**config.mk**
```make
export PLATFORM = sky130hd
export DESIGN_NAME = score_display_flat
export DESIGN_NICKNAME = d
export VERILOG_FILES = /design/src/rtl/score_display_if.sv /design/src/rtl/score_display.sv /design/src/flat_wrapper.sv
export SDC_FILE = /design/constraint.sdc
export NUM_CORES = 1
export LEC_CHECK = 0
export BUFFER_PORTS_ARGS = -buffer_cell sky130_fd_sc_hd__buf_4
export CAP_MARGIN = 10
export CORE_AREA = 3 3 95 88
export DETAILED_ROUTE_END_ITERATION = 8
export DIE_AREA = 0 0 98 91
export GPL_TIMING_DRIVEN = 0
export SYNTH_ARGS = -nofsm -noshare
export SYNTH_HDL_FRONTEND = slang
export SYNTH_SLANG_ARGS = --single-unit
export TNS_END_PERCENT = 5
```
**constraint.sdc**
```tcl
create_clock -name clk -period 2.29 [get_ports clk]
set_input_delay 0.1145 -clock clk [delete_from_list [all_inputs] [get_ports clk]]
set_output_delay 0.1145 -clock clk [all_outputs]
set_load 0.05 [all_outputs]
```
**src/rtl/score_display_if.sv**
```systemverilog
// Scoreboard bus between game logic and the seven-segment display driver.
// Carries the scores and game state in, and the display pins and busy flag out.
interface score_display_if;
    logic [3:0] R_score;
    logic [3:0] L_score;
    logic [3:0] state;
    logic [6:0] seg;
    logic [3:0] an;
    logic       dp;
    logic       busy;

    modport master (
        output R_score, L_score, state,
        input  seg, an, dp, busy
    );

    modport slave (
        input  R_score, L_score, state,
        output seg, an, dp, busy
    );
endinterface

```
**src/rtl/score_display.sv**
```systemverilog
// Four-digit multiplexed seven-segment scoreboard with optional point blink.
// Blink FSM is built only when SCORE_BLINK_EN is defined.
module score_display #(
    parameter int SCAN_DIV  = 50000,
    parameter int BLINK_DIV = 25000000,
    parameter int BLINK_CNT = 3
) (
    input  logic            clk,
    input  logic            rst,
    score_display_if.slave  bus
);
    localparam int SW = (SCAN_DIV > 2) ? $clog2(SCAN_DIV) : 1;
    localparam logic [SW-1:0] SCAN_MAX = SW'(SCAN_DIV - 1);

    if (SCAN_DIV < 2 || BLINK_DIV < 2 || BLINK_CNT < 1) begin : g_cfg_bad
        $error("score_display: invalid divider configuration");
    end

    logic [3:0]    r_q, l_q, st_q;
    logic [3:0]    r_prev_q, l_prev_q;
    logic [SW-1:0] scan_cnt_q, scan_cnt_d;
    logic [1:0]    idx_q, idx_d;
    logic [6:0]    seg_q, seg_d;
    logic [3:0]    an_q, an_d;
    logic          dp_q, dp_d;
    logic          busy_q, busy_d;
    logic [3:0]    blank_mask;

    function automatic logic [6:0] enc(input logic [3:0] d);
        logic [6:0] s;
        unique case (d)
            4'd0:    s = 7'h40;
            4'd1:    s = 7'h79;
            4'd2:    s = 7'h24;
            4'd3:    s = 7'h30;
            4'd4:    s = 7'h19;
            4'd5:    s = 7'h12;
            4'd6:    s = 7'h02;
            4'd7:    s = 7'h78;
            4'd8:    s = 7'h00;
            4'd9:    s = 7'h10;
            default: s = 7'h7F;
        endcase
        return s;
    endfunction

    function automatic logic [3:0] ones(input logic [3:0] s);
        return (s >= 4'd10) ? s - 4'd10 : s;
    endfunction

    // tens digit is either blank or a '1' for scores 10..15
    function automatic logic [6:0] tens_seg(input logic [3:0] s);
        return (s >= 4'd10) ? enc(4'd1) : 7'h7F;
    endfunction

    // digit scan counter and index
    always_comb begin
        scan_cnt_d = scan_cnt_q + SW'(1);
        idx_d      = idx_q;
        if (scan_cnt_q == SCAN_MAX) begin
            scan_cnt_d = '0;
            idx_d      = idx_q + 2'd1;
        end
    end

    // segment, separator and digit-enable selection for the current digit
    always_comb begin
        seg_d = 7'h7F;
        unique case (idx_q)
            2'd0: seg_d = enc(ones(r_q));
            2'd1: seg_d = tens_seg(r_q);
            2'd2: seg_d = enc(ones(l_q));
            2'd3: seg_d = tens_seg(l_q);
            default: seg_d = 7'h7F;
        endcase
        dp_d = ~((idx_q == 2'd2) && (st_q != 4'd0));
        an_d = ~(4'b0001 << idx_q) | blank_mask;
    end

`ifdef SCORE_BLINK_EN
    localparam int BW = (BLINK_DIV > 2) ? $clog2(BLINK_DIV) : 1;
    localparam int PW = $clog2(BLINK_CNT + 1);
    localparam logic [BW-1:0] BLINK_MAX = BW'(BLINK_DIV - 1);
    localparam logic [PW-1:0] PER_LAST  = PW'(BLINK_CNT - 1);

    typedef enum logic [1:0] {
        IDLE    = 2'd0,
        BLINK_R = 2'd1,
        BLINK_L = 2'd2
    } blink_t;

    blink_t        fsm_q, fsm_d;
    logic [BW-1:0] bcnt_q, bcnt_d;
    logic          phase_q, phase_d;
    logic [PW-1:0] per_q, per_d;

    // blink sequencing: a new point restarts the sequence on its side
    always_comb begin
        fsm_d   = fsm_q;
        bcnt_d  = bcnt_q;
        phase_d = phase_q;
        per_d   = per_q;
        if (st_q == 4'd0 || r_q != r_prev_q || l_q != l_prev_q) begin
            bcnt_d  = '0;
            phase_d = 1'b0;
            per_d   = '0;
            if (st_q == 4'd0)         fsm_d = IDLE;
            else if (r_q != r_prev_q) fsm_d = BLINK_R;
            else                      fsm_d = BLINK_L;
        end else if (fsm_q != IDLE) begin
            if (bcnt_q == BLINK_MAX) begin
                bcnt_d  = '0;
                phase_d = ~phase_q;
                if (phase_q) begin
                    if (per_q == PER_LAST) begin
                        fsm_d = IDLE;
                        per_d = '0;
                    end else begin
                        per_d = per_q + PW'(1);
                    end
                end
            end else begin
                bcnt_d = bcnt_q + BW'(1);
            end
        end
    end

    // blank the scoring side during the off half of each period
    always_comb begin
        blank_mask = 4'b0000;
        if (!phase_d) begin
            if (fsm_d == BLINK_R) blank_mask = 4'b0011;
            if (fsm_d == BLINK_L) blank_mask = 4'b1100;
        end
        busy_d = (fsm_d != IDLE);
    end

    // blink state registers
    always_ff @(posedge clk) begin
        if (!rst) begin
            fsm_q   <= IDLE;
            bcnt_q  <= '0;
            phase_q <= 1'b0;
            per_q   <= '0;
        end else begin
            fsm_q   <= fsm_d;
            bcnt_q  <= bcnt_d;
            phase_q <= phase_d;
            per_q   <= per_d;
        end
    end
`else
    assign blank_mask = 4'b0000;
    assign busy_d     = 1'b0;
`endif

    // input sampling, scan state and registered outputs
    always_ff @(posedge clk) begin
        if (!rst) begin
            r_q        <= '0;
            l_q        <= '0;
            st_q       <= '0;
            r_prev_q   <= '0;
            l_prev_q   <= '0;
            scan_cnt_q <= '0;
            idx_q      <= '0;
            seg_q      <= 7'h7F;
            an_q       <= 4'hF;
            dp_q       <= 1'b1;
            busy_q     <= 1'b0;
        end else begin
            r_q        <= bus.R_score;
            l_q        <= bus.L_score;
            st_q       <= bus.state;
            r_prev_q   <= r_q;
            l_prev_q   <= l_q;
            scan_cnt_q <= scan_cnt_d;
            idx_q      <= idx_d;
            seg_q      <= seg_d;
            an_q       <= an_d;
            dp_q       <= dp_d;
            busy_q     <= busy_d;
        end
    end

    assign bus.seg  = seg_q;
    assign bus.an   = an_q;
    assign bus.dp   = dp_q;
    assign bus.busy = busy_q;
endmodule

```
**src/flat_wrapper.sv**
```systemverilog
// flat-port wrapper written by rule: the top's interface ports become plain ports
module score_display_flat 
#(
    parameter int SCAN_DIV  = 50000,
    parameter int BLINK_DIV = 25000000,
    parameter int BLINK_CNT = 3
)
  (clk, rst, bus_R_score, bus_L_score, bus_state, bus_seg, bus_an, bus_dp, bus_busy);
  score_display_if bus_i ();
  input  logic clk;
  input  logic rst;
  input wire logic [$bits(bus_i.R_score)-1:0] bus_R_score;
  input wire logic [$bits(bus_i.L_score)-1:0] bus_L_score;
  input wire logic [$bits(bus_i.state)-1:0] bus_state;
  output wire logic [$bits(bus_i.seg)-1:0] bus_seg;
  output wire logic [$bits(bus_i.an)-1:0] bus_an;
  output wire logic [$bits(bus_i.dp)-1:0] bus_dp;
  output wire logic [$bits(bus_i.busy)-1:0] bus_busy;
  assign bus_i.R_score = bus_R_score;
  assign bus_i.L_score = bus_L_score;
  assign bus_i.state = bus_state;
  assign bus_seg = bus_i.seg;
  assign bus_an = bus_i.an;
  assign bus_dp = bus_i.dp;
  assign bus_busy = bus_i.busy;
  score_display #(.SCAN_DIV(SCAN_DIV), .BLINK_DIV(BLINK_DIV), .BLINK_CNT(BLINK_CNT)) u_core (.clk(clk), .rst(rst), .bus(bus_i));
endmodule
```
Word-level counts from Yosys, hierarchy flattened. Memory sizes are Yosys's and may differ from the RTL's. Index checks and enable logic that the tools add are counted.

Flip-flop bits (word level): 42. ROM bits: 224. Input bits: 14. Output and inout port bits: 13. Memories: 2.

Add/sub/neg operators: 4. Magnitude comparators: 2. Equality and inequality tests: 4. Shift operators: 1. Multiplexer cells: 5. Bitwise logic cells: 3. Reduce and logical (&&, ||, !) cells: 4.

Memory list: (no name shown) (depth 16, width 7, read ports 1, clocked after memory_dff 0, wr ports 0, line score_display.sv:31) `unique case (d)`; (no name shown) (depth 16, width 7, read ports 1, clocked after memory_dff 0, wr ports 0, line score_display.sv:31).

Operator list (count): case mux 7 bit (4 select lines) (1); adder 16 x 1 -> 16 bit (second input constant) (1); == test 16 bit (second input constant) (1); greater-or-equal comparator 4 bit (second input constant) (2); 2-to-1 mux 4 bit (2); subtractor 4 bit (second input constant) (2); 2-to-1 mux 3 bit (2); == test 2 bit (second input constant) (2); NOT 4 bit (1); nonzero test 4 bit (1); left shift 1 x 2 -> 4 bit (first input constant) (1); adder 2 x 1 -> 2 bit (second input constant) (1); == test 2 x 1 -> 1 bit (second input constant) (1); zero test 2 bit (1); NOT 1 bit (2); OR reduction 2 bit (1); logical AND 1 bit (1).

Depth between registers and ports, before layout. An unclocked memory read counts as a cell.

Depth after elaboration: 4. Mapped depth: 10. Mapped depth without buffers: 9.

Least setup slack after synthesis. No wires, ideal clock.

Path kind: reg2reg. Start point: reg u_core.l_q[1]. End point: reg u_core.seg_q[5] (netlist: u_core.bus.seg[5]). Library setup time: 132 ps. Arrival time: 1740 ps. Setup slack: 419 ps. Stages on the path, launching flop included: 10. Clock period less this slack: 1871 ps. Path through: dfxtp_1 > buf_2 > nand3b_1 > o21ai_0 > ha_1 > or2_0 > a211oi_1 > a221oi_1 > o32ai_1 > o21ai_1.

Word-level cells in the longest chain between the ends: 4. Elaborated cells between the ends (all ways): 5.

RTL lines: from (decl) (line score_display.sv:19) `logic [3:0] r_q, l_q, st_q;`; from (signal assigned) (line score_display.sv:173) `l_q <= bus.L_score;`; subtractor 4 bit or greater-or-equal comparator 4 bit (tied branches) (line score_display.sv:48) `return (s >= 4'd10) ? s - 4'd10 : s;`; 2-to-1 mux 4 bit (*) (line score_display.sv:48); memory (16 x 7 bit) (*); case mux 7 bit (4 select lines) (*) (line score_display.sv:69) `unique case (idx_q)`; to (signal assigned) (line score_display.sv:179) `seg_q <= seg_d;`; to (decl) (line score_display.sv:23) `logic [6:0] seg_q, seg_d;`.

Mark *: on every way between the ends. The rest lies on a longest branch, timed or not. A chain may end at the register's enable or synchronous reset.

Worst setup path after layout. Ends and elaborated chain as after synthesis.

==> results.md <==
- Status: finished clean
- Design Area, Final: 2630 sq um
- Crit path launch type: flip-flop
- Placement Rows: 30
- Setup crit end kind: flip-flop
- Area post-placement: 2530 sq um
- Synthesized net count: 288
- CP max-delay cell: dfxtp_1
- Total routed wirelength: 4730 um
- EDFF count, synth: 0
- Ant diodes: 0
- Post-layout minimum cycle time: 2140 ps
- Final net count: 320
- Clock-pin slew of the registers on the worst-case setup and hold paths: 80 ps
- # port buffers: 25
- Setup ws final: 146 ps
- Crit-path leading delay family: compound AO/OA/AOI/OAI gates
- Critical-path cell list: buf_2, nand3b_1, o21ai_0, ha_1, or2_0, a211oi_1, a221oi_1, o32ai_1, o21ai_1
- Routability cong.: around 0.86
- Yosys reg bits: 42
- Clk buf depth: 2
- Syn. warnings: 0
- DR WL/cell: 12.2 um
- H-tree depth: 2
- Detailed-route vias per instance: 4.80
- Total vias in the final route: around 1900
- Initial antenna violation count: 0
- Post-route setup TNS: 0 ps
- Sink Count: 42
- Die Area: about 9000 sq um
- FILL cells: 778
- Final hold violation count: 0
- Synth Area per Inst: 8.62 sq um
- GRT Util Overall: approximately 11%
- Final setup fails: 0
- Leak: 1.08 nW
- Post-CTS Setup Inserts: 0
- Core area: 7470 sq um
- Skew final: 6.13 ps
- WP buf/inv: 1
- Largest net degree at the start of global routing: 14
- Initial core utilization: roughly 30%
- Post-Synthesis Cells: 258
- VDD IR max: 264 uV
- Die Y: around 90 um
- P&R area growth vs syn: 18.3%
- PwrDens: 572 nW/um^2
- Synth cell types: 53
- Post-Place Setup Slack: 148 ps
- Maximum operating frequency: 466 MHz
- Max cap viols: 0
- Required @ worst endpoint: around 2500 ps
- Placed cells: about 380
- Pre-antenna DRT Iters: 4
- Post-route insts no fill: between 300 and 400
- Remaining antenna violation count: 0
- Ys async rst share: 0%
- Layout cell share with drive strength beyond 1: 17.9%
- Top FF cell, synth: dfxtp_1
- Hold Crit Class: input port to flip-flop
- Iteration-0 DRC count of the detailed router: 160
- Die width: 98 um
- Final Slew Violations: 0
- Mapped Area: 2220 sq um
- RSZ-0062 raised after global routing: no
- Total global routing overflow: 0
- Boundary Pins: 27
- Period utilization: 93.6%
- Post-synthesis sequential area ratio: 37.8%
- HPWL after DPL: 3510 um
- Root buffer cell: clkbuf_8
- Critical Path AT: approximately 2300 ps
- Latest clock arrival within the worst-skew pair: between 200 and 300 ps
- Vias in the first global route: 1713
- First-pass GRT wire length: about 8100 um
- DRC: 0
- Crit Path Category: flip-flop to flip-flop
- TritonCTS clock tree: yes
- CP max FO: 10
- Worst path max stage delay: 330 ps
- Cts bufs inserted: 5
## cell families after synthesis
family	count (synthesis)	synth area share, %
other	1	0.169
buffers and inverters	24	4.78
adders and majority gates	16	9.00
DFF	42	37.8
muxes	2	0.900
and+or+nand+nor	100	24.6
AOI/OAI and AO/OA	56	16.0
xor gates and xnor gates	17	6.69
## worst register-to-register path: cells and delay by family, from the launching register on
family | cells | cell delay, ps
AOI/OAI and AO/OA | 5 | 840
adders and majority gates | 1 | 260
and+or+nand+nor | 2 | 380
DFF | 1 | 330
buffers and inverters | 1 | 210
## timing repair
action	4_1_cts	5_1_grt
hold buffers	0	0
endpoints found under the setup margin	0	2
resized for setup	0	5
## state kept, by name, summed over array words and instances (netlist names)
signal,count
u_core.bus.dp,1
u_core.bus.an,4
u_core.l_q,4
u_core.idx_q,2
u_core.st_q,4
u_core.scan_cnt_q,16
u_core.bus.seg,7
u_core.r_q,4
## final timing paths
| check | depth (start not counted) | startpoint | slack (ps) | end |
|---|---|---|---|---|
| min | 2 | bus_L_score[1] | 20 | u_core.l_q[1] |
| min reg2reg | 1 | u_core.scan_cnt_q[0] | 480 | u_core.scan_cnt_q[0] |
| max reg2reg | 9 | u_core.l_q[1] | 150 | u_core.bus.seg[5] |
| max | 9 | u_core.l_q[1] | 150 | u_core.bus.seg[5] |
## where the power goes
group          internal, mW  switching, mW
Clock                 0.215          0.258
Combinational         0.101          0.158
Sequential            0.758         0.0157
## placed cells by master, fill, tap and decap left out, types with 2 or more instances in the layout
master / synthesis / layout
a21o_2: 2 / 2
a21oi_1: 10 / 10
a221oi_1: 4 / 4
a31oi_1: 2 / 2
a32o_1: 2 / 2
and2_1: 14 / 14
and3_1: 2 / 2
buf_2: 7 / 5
buf_4: 2 / 27
clkbuf_1: 4 / 5
clkbuf_4: 0 / 2
clkbuf_8: 0 / 5
dfxtp_1: 42 / 42
ha_1: 16 / 16
inv_1: 10 / 10
mux2i_1: 2 / 2
nand2_1: 24 / 24
nand3_1: 8 / 8
nand3b_1: 4 / 4
nand4_1: 2 / 2
nand4_2: 2 / 2
nor2_1: 23 / 23
nor2b_1: 5 / 4
nor3_1: 3 / 3
o21ai_0: 18 / 17
o21ai_1: 3 / 4
o221ai_1: 2 / 2
o22ai_1: 3 / 3
xnor2_1: 6 / 6
xor2_1: 11 / 11
## per-stage QoR
| stage | hold slack (ps) | total power [mW] | util (%) |
|---|---|---|---|
| final | 22.2 | 1.51 | 35.2 |
| after global routing | 11.5 | 1.59 | 35.2 |
| after CTS | 11.3 | 1.53 | 35.1 |
| after detailed placement | 327 | 1.05 | 33.9 |
| after global placement | 323 | 1.04 | 33.9 |
| after floorplan | 242 | 0.970 | - |
## final cells by class
type	instances	area (sq um)	share of cell area, %
Timing Repair Buffer	25	188	7.13
Clock inverter	2	13.8	0.523
Tap cell	96	120	4.56
Multi-Input combinational cell	192	1280	48.8
Clock buffer	6	72.6	2.76
Inverter	11	41.3	1.57
Buffer	13	70.1	2.66
Sequential cell	42	841	32.0
## metal layers
layer	routed length, um	track usage, %	share of wire, %	up-vias
met4	55	3.46	1.2	0
met1	2230	15.2	47	855
met2	2150	16.8	46	43
met3	289	3.15	6.1	5
li1	-	-	-	954
met5	0	0	0	-
## synthesized netlist by cell type, drive strengths merged, types with 3 or more instances
cell	number	share of area, %
o22ai	3	0.84
xnor2	6	2.4
clkbuf	4	0.67
inv	10	1.7
nand4	4	1.7
a221oi	4	1.6
nor2	24	4.2
nand3	8	1.8
xor2	11	4.3
nand3b	4	1.3
a21o	3	1.1
o21ai	21	4.7
and2	14	3.9
nand2	25	4.3
nor2b	5	1.4
ha	16	9.0
dfxtp	42	38
a21oi	10	2.2
nor3	4	1.1
buf	9	2.2
Note: power is estimated with default switching activity, not from simulation.
